$ cat config.mk
export PLATFORM = sky130hd
export DESIGN_NAME = uart_tx_fifo
export DESIGN_NICKNAME = d
export VERILOG_FILES = /design/src/rtl/uart_tx_fifo.sv
export SDC_FILE = /design/constraint.sdc
export NUM_CORES = 1
export LEC_CHECK = 0
export BUFFER_PORTS_ARGS = -buffer_cell sky130_fd_sc_hd__buf_2
export CAP_MARGIN = 20
export CORE_ASPECT_RATIO = 1.1
export CORE_MARGIN = 8
export CORE_UTILIZATION = 40
export CTS_BUF_LIST = sky130_fd_sc_hd__clkbuf_2 sky130_fd_sc_hd__clkbuf_4 sky130_fd_sc_hd__clkbuf_8
export DETAILED_ROUTE_END_ITERATION = 10
export PLACE_DENSITY = 0.64
export SLEW_MARGIN = 20
export SYNTH_ARGS = -nofsm -noshare
export SYNTH_HDL_FRONTEND = slang
export SYNTH_SLANG_ARGS = --single-unit
$ cat constraint.sdc
create_clock -name CLK -period 8.99 [get_ports CLK]
set_input_delay 0 -clock CLK [delete_from_list [all_inputs] [get_ports CLK]]
set_output_delay 0 -clock CLK [all_outputs]
set_load 0.01 [all_outputs]
$ cat src/rtl/uart_tx_fifo.sv
// uart_tx_fifo: byte FIFO plus drain controller feeding a UART transmitter over WE/READY.
// Optional macro UART_TXFIFO_CRLF_EN inserts a CR (0x0D) ahead of every LF (0x0A) sent.
module uart_tx_fifo #(
  parameter int unsigned DEPTH_LOG2 = 4
) (
  input  logic                CLK,
  input  logic                RST,
  input  logic [7:0]          IN_DATA,
  input  logic                IN_WE,
  output logic                FULL,
  output logic                EMPTY,
  output logic [DEPTH_LOG2:0] COUNT,
  output logic                OVF,
  input  logic                OVF_CLR,
  output logic [7:0]          TX_DATA,
  output logic                TX_WE,
  input  logic                TX_READY
);

  localparam int unsigned Depth = 1 << DEPTH_LOG2;

  typedef enum logic [1:0] {StIdle, StSent, StBusy, StDrain} state_e;

  state_e                state_q, state_d;
  logic                  busy_cnt_q, busy_cnt_d;

  logic [7:0]            mem_q [Depth];
  logic [DEPTH_LOG2-1:0] wr_ptr_q, rd_ptr_q;
  logic [DEPTH_LOG2:0]   count_q;
  logic                  ovf_q;
  logic                  tx_we_q;
  logic [7:0]            tx_data_q;

  logic                  do_wr, do_rd, issue;
  logic [7:0]            head, issue_data;

  // count never exceeds depth, so its MSB alone marks full
  assign FULL    = count_q[DEPTH_LOG2];
  assign EMPTY   = (count_q == '0);
  assign COUNT   = count_q;
  assign OVF     = ovf_q;
  assign TX_WE   = tx_we_q;
  assign TX_DATA = tx_data_q;

  assign head  = mem_q[rd_ptr_q];
  assign do_wr = IN_WE && !FULL;

  // State register
  always_ff @(posedge CLK) begin
    if (RST) begin
      state_q    <= StIdle;
      busy_cnt_q <= 1'b0;
    end else begin
      state_q    <= state_d;
      busy_cnt_q <= busy_cnt_d;
    end
  end

  // Next-state logic
  always_comb begin
    state_d    = state_q;
    busy_cnt_d = 1'b0;
    unique case (state_q)
      StIdle:  if (!EMPTY && TX_READY) state_d = StSent;
      // READY is ignored in StSent: the transmitter drops it on the edge that samples WE
      StSent:  state_d = StBusy;
      // Fall through to StDrain after two cycles even if READY never dropped
      StBusy: begin
        if (!TX_READY || busy_cnt_q) state_d = StDrain;
        else                         busy_cnt_d = 1'b1;
      end
      StDrain: if (TX_READY) state_d = StIdle;
      default: state_d = StIdle;
    endcase
  end

`ifdef UART_TXFIFO_CRLF_EN
  logic cr_done_q;
  logic insert_cr;

  // Output / issue decode
  always_comb begin
    issue      = (state_q == StIdle) && !EMPTY && TX_READY;
    insert_cr  = issue && (head == 8'h0A) && !cr_done_q;
    do_rd      = issue && !insert_cr;
    issue_data = insert_cr ? 8'h0D : head;
  end

  // cr_done marks that the CR ahead of the current head LF has already gone out
  always_ff @(posedge CLK) begin
    if (RST)        cr_done_q <= 1'b0;
    else if (issue) cr_done_q <= insert_cr;
  end
`else
  // Output / issue decode
  always_comb begin
    issue      = (state_q == StIdle) && !EMPTY && TX_READY;
    do_rd      = issue;
    issue_data = head;
  end
`endif

  always_ff @(posedge CLK) begin
    if (do_wr) mem_q[wr_ptr_q] <= IN_DATA;
  end

  always_ff @(posedge CLK) begin
    if (RST) begin
      wr_ptr_q  <= '0;
      rd_ptr_q  <= '0;
      count_q   <= '0;
      ovf_q     <= 1'b0;
      tx_we_q   <= 1'b0;
      tx_data_q <= 8'h00;
    end else begin
      if (do_wr) wr_ptr_q <= wr_ptr_q + (DEPTH_LOG2)'(1);
      if (do_rd) rd_ptr_q <= rd_ptr_q + (DEPTH_LOG2)'(1);
      if (do_wr && !do_rd)      count_q <= count_q + (DEPTH_LOG2 + 1)'(1);
      else if (!do_wr && do_rd) count_q <= count_q - (DEPTH_LOG2 + 1)'(1);

      // A dropped write takes priority over a same-cycle clear
      if (IN_WE && FULL) ovf_q <= 1'b1;
      else if (OVF_CLR)  ovf_q <= 1'b0;

      tx_we_q <= issue;
      if (issue) tx_data_q <= issue_data;
    end
  end

endmodule

* After elaboration in Yosys (flattened, before gate mapping) *
Memories as Yosys holds them, arrays and structs flattened. A register that Yosys moved wholly into a read port is not among the register bits.
Index checks and enable logic that the tools add are counted.

cells by class
  add/subtract/negate cells = 4
  multiply operators = 0
  divide/modulo/power cells = 0
  $lt $le $gt $ge = 0
  equality and inequality tests = 6
  shifts and indexed selects = 0
  muxes and demuxes = 11
  bitwise operators = 1
  reductions and logical operators = 19

operators by type and width
  kind                                                                   number
  5-bit two-way mux                                                      2
  4-bit by 1-bit adder with 4-bit output, second input constant          2
  2-bit case mux with 4 select lines                                     1
  1-bit logical AND                                                      7
  2-bit two-way mux                                                      3
  2-bit inequality test, second input constant                           3
  5-bit by 1-bit adder with 5-bit output, second input constant          1
  1-bit zero test                                                        5
  5-bit zero test                                                        1
  1-bit two-way mux                                                      5
  5-bit by 1-bit subtractor with 5-bit output, second input constant     1
  2-bit equality test, second input constant                             2
  2-bit nonzero test                                                     2
  3-bit AND reduction                                                    1
  2-bit by 1-bit equality test with 1-bit output, second input constant  1
  2-bit zero test                                                        1
  2-bit OR reduction                                                     1
  1-bit logical OR                                                       1
  1-bit NOT                                                              1

storage, ports and cells
  flip-flop bits (word level) = 18
  latch bits = 0
  memory bits (writable) = 128
  memory bits (read-only) = 0
  bits of input ports = 13
  output and inout port bits = 17
  logic and storage cells = 49
  memories kept = 1

memory list
  name   depth  width  read ports  clocked after Yosys merged registers in  write ports  line  text
  mem_q  16     8      1           1                                        1            27    logic [7:0] mem_q [Depth];

* Longest topological paths before layout *
  depth in word-level cells = 7
  gate-level depth with buffers = 13
  gate-level depth less buffers = 12

* Worst setup path after synthesis *
OpenSTA, ideal clock, no wires.

  kind = register -> register
  start point = register count_q[0] (netlist: COUNT[0])
  end point = register count_q[4] (netlist: COUNT[4])
  library setup time = 121 ps
  data arrival time = 2,822 ps
  data required time = 8,869 ps
  setup slack = 6,048 ps
  stages on the path, launching flop included = 12
  path buffers = 1
  period minus slack after synthesis = 2,942 ps
  cell sequence = dfxtp_1 > or4_4 > o21a_1 > buf_6 > clkinv_4 > ha_1 > inv_1 > fa_1 > a21o_1 > a21oi_1 > mux2i_1 > mux2_2

on the way
  longest elaborated chain between the ends = 7
  elaborated cells between the ends (all ways) = 12
  classes of those cells = add/sub (2); mux (2); reduce/logical (8)

ends and longest elaborated chain
  what                                                                                                 line  text
  from (decl)                                                                                          29    logic [DEPTH_LOG2:0] count_q;
  from (signal assigned)                                                                               118   if (do_wr && !do_rd) count_q <= count_q + (DEPTH_LOG2 + 1)'(1);
  from (signal assigned)                                                                               119   else if (!do_wr && do_rd) count_q <= count_q - (DEPTH_LOG2 + 1)'(1);
  parallel branches: the longest is 7 deep, another holds 5-bit by 1-bit subtractor with 5-bit output  -

Several ways; the timed one is not identified. The select of a mux whose other input is x is not followed.
A chain may end at the register's enable or synchronous reset.

* Worst setup path after layout *
  start point = register state_q[0]
  end point = register count_q[4] (netlist: COUNT[4])

on the way
  longest elaborated chain between the ends = 6
  elaborated cells between the ends (all ways) = 8
  classes of those cells = mux (1); reduce/logical (7)

ends and longest elaborated chain
  what                                                            line  text
  from (decl)                                                     24    state_e state_q, state_d;
  from (signal assigned)                                          51    state_q <= StIdle;
  from (signal assigned)                                          54    state_q <= state_d;
  2-bit zero test (*)                                             97    issue = (state_q == StIdle) && !EMPTY && TX_READY;
  1-bit logical AND (*) (2 in a row)                              97
  1-bit zero test                                                 118
  1-bit logical AND                                               118
  5-bit two-way mux / 2-bit nonzero test (equally long branches)  -

Mark *: on every way between the ends. The rest lies on a longest branch, timed or not.

==> impl_metrics.yaml <==
sta:
  hold_violations: 0
  fin_crit_sh_pct: 36.1
  setup_viol_count_final: 0
  rsz0062_at_grt: "no"
  setup_ws_ps: 5740
  fin_crit_ps: 3250
  skew_ps: 19.5
  worstMarginPinSlew_ps: 933
  finalSetupTns_ps: 0
  slew_violations: 0
  hold_ws_ps: 144
  relSlewSlack_pct: 37.6
  max_freq_ghz: 0.308
layout:
  stdcell_count: 644
  nets: 458
  drive_above_1_share_pct: 19.6
  multi_input_area_um2: 1730
  post-route-cell-area_um2: 7050
  utilization_pct: 45.5
  seqCellArea_um2: 4370
  diodes: 0
  area_delta_synth_final_pct: 12.9
  fillers: 1337
clock_network:
  post-cts-setup-buffers: 0
  cts-root-buf: "clkbuf_8"
  post_cts_resized: 0
  clockBufferDepth: 2
  cts_hold_buf: 12
  cts_buffers: 17
  clkTransAtPathRegs_ps: 90
  cts_tree: "yes"
  clk_latency_ps: 440
  cts.sinks: 154
  cts.htree.levels: 4
place:
  portBuffers: 29
  dp.cells: 600
  place_ws_ps: 5730
  dpl.hpwl_um: 8030
  gp_congestion: 0.787
  place_area_um2: 6550
worst_setup_path:
  end_kind: "flop"
  worstPathMaxFanout: 16
  crit_required_ps: 9330
  critical_path_class: "flop to flop"
  arrival_ps: 3590
  start_kind: "flop"
yosys:
  synth_cells: 391
  synth.distinct_cells: 47
  ys_warn_count: 0
  syn-num-nets: 418
  netlist.area_leader.share_pct: 61.5
  synth_edf_count: 128
  synthTopCellsByArea: "edfxtp_1 (62%), dfxtp_1 (8.3%), mux2i_1 (7.2%)"
  synth_flop_cell: "edfxtp_1"
  yosysTopAreaCell: "edfxtp_1"
  syn_avg_cell_area_um2: 16.0
  ys_seq_area_share_pct: 69.9
  ys_async_sr_fraction_pct: 0
  synth_common_cells: "edfxtp_1 (128), mux2i_1 (45), nor2_1 (38)"
  synth.most_common_cell: "edfxtp_1"
  syn_area_um2: 6250
  synth-seq-cells: 154
global_routing:
  grt_pass1_vias: 3410
  grt_max_degree: 56
  gr-total-overflow: 0
  grt_pass1_wl_um: 19100
  antenna_found_initial: 0
  track_usage_pct: 12.8
pwr:
  ir_drop_v: 0.0000978
  p_leak_nw: 2.28
  power_density_nw_per_um2: 258
  p_total_mw: 1.82
floorplanning:
  die_w_um: 135
  die_area_um2: 19900
  fp.dieH_um: 147
  ios: 30
  start_util_pct: 40.3
  coreArea_um2: 15500
  rows: 48
status:
  status: "finished clean"
routing:
  routed_via_density: 5.21
  first_pass_iters: 4
  ant_nets: 0
  routed_wl_um: 12200
  drc: 0
  wl_per_cell_um: 18.9
  first_iter_violations: 292
  vias: 3355
job:
  maxCapViolCount: 0
worst_hold_path:
  hold_path.class: "input port to flop"
-- cell families after synthesis --
kind of cell | share of synthesized area [%]
and+or+nand+nor | 5.69
xor gates and xnor gates | 1.26
DFF | 69.9
muxes | 11.4
buffers and inverters | 2.56
adders and majority gates | 2.92
AOI/OAI and AO/OA | 6.35
-- state kept, by name, summed over array words and instances (netlist names) --
name and flops:
mem_q 128, TX_DATA 8, COUNT 5, rd_ptr_q 4
wr_ptr_q 4, state_q 2, OVF 1, TX_WE 1
busy_cnt_q 1
-- cell type report --
type                    count  area share, %
repair buffers             45           4.19
multi-input cells         206           24.5
inverters                   7          0.443
clock buffers              20           3.64
flip-flops and latches    154           61.9
clock inverters            12           1.77
well taps                 200           3.55
-- final timing paths --
| check | depth (start not counted) | slack [ps] | from | endpoint |
|---|---|---|---|---|
| worst min register to register | 2 | 500 | TX_DATA[6]$_SDFFE_PP0P_ | TX_DATA[6]$_SDFFE_PP0P_ |
| worst max register to register | 12 | 5740 | state_q[0]$_SDFFE_PP0P_ | COUNT[4]$_SDFFE_PP0P_ |
| worst max-delay path | 12 | 5740 | state_q[0]$_SDFFE_PP0P_ | COUNT[4]$_SDFFE_PP0P_ |
| worst min-delay path | 4 | 140 | IN_WE | wr_ptr_q[0]$_SDFFE_PP0P_ |
-- report_power, final --
part           internal [mW]  switching (mW)  leakage [nW]
Combinational          0.194           0.238         0.723
Clock                  0.254           0.247         0.184
Sequential             0.829          0.0593          1.37
-- layout by cell type, fill, tap and decap left out, types with 3 or more instances in the layout --
master / netlist / routed
edfxtp_1: 128 / 128
a2111oi_0: 5 / 5
xor2_1: 6 / 6
ha_1: 13 / 13
a211oi_1: 7 / 7
nand3b_1: 3 / 3
dfxtp_1: 26 / 24
clkbuf_8: 0 / 17
clkbuf_4: 0 / 3
inv_1: 6 / 6
nand2_1: 6 / 6
buf_4: 3 / 4
a21oi_1: 6 / 6
buf_2: 7 / 29
mux2i_1: 45 / 45
dlygate4sd3_1: 0 / 12
xnor2_1: 3 / 3
nor2b_1: 4 / 4
o22ai_1: 21 / 21
nor3_1: 6 / 5
mux4_2: 11 / 11
nand2b_1: 4 / 4
nor2_1: 38 / 38
clkinvlp_4: 0 / 4
a22oi_1: 3 / 3
-- worst max-delay path, cell delays in order, from the launching register on --
cell and delay [ps]:
dfxtp_1 330, inv_1 130, ha_1 200, and2_1 180, o21a_1 550, clkinv_4 150, ha_1 230, inv_1 150
ha_1 300, a21o_1 190, a21oi_1 170, mux2i_1 210, mux2_2 340
-- layer usage --
layer / wire length [um] / vias to the layer above / track usage [%]
li1: - / 1585 / -
met1: 5480 / 1695 / 16.3
met2: 6110 / 63 / 20.5
met3: 447 / 12 / 3.07
met4: 148 / 0 / 5.39
met5: 0 / - / 0
Power figures use the tool's default switching activity.
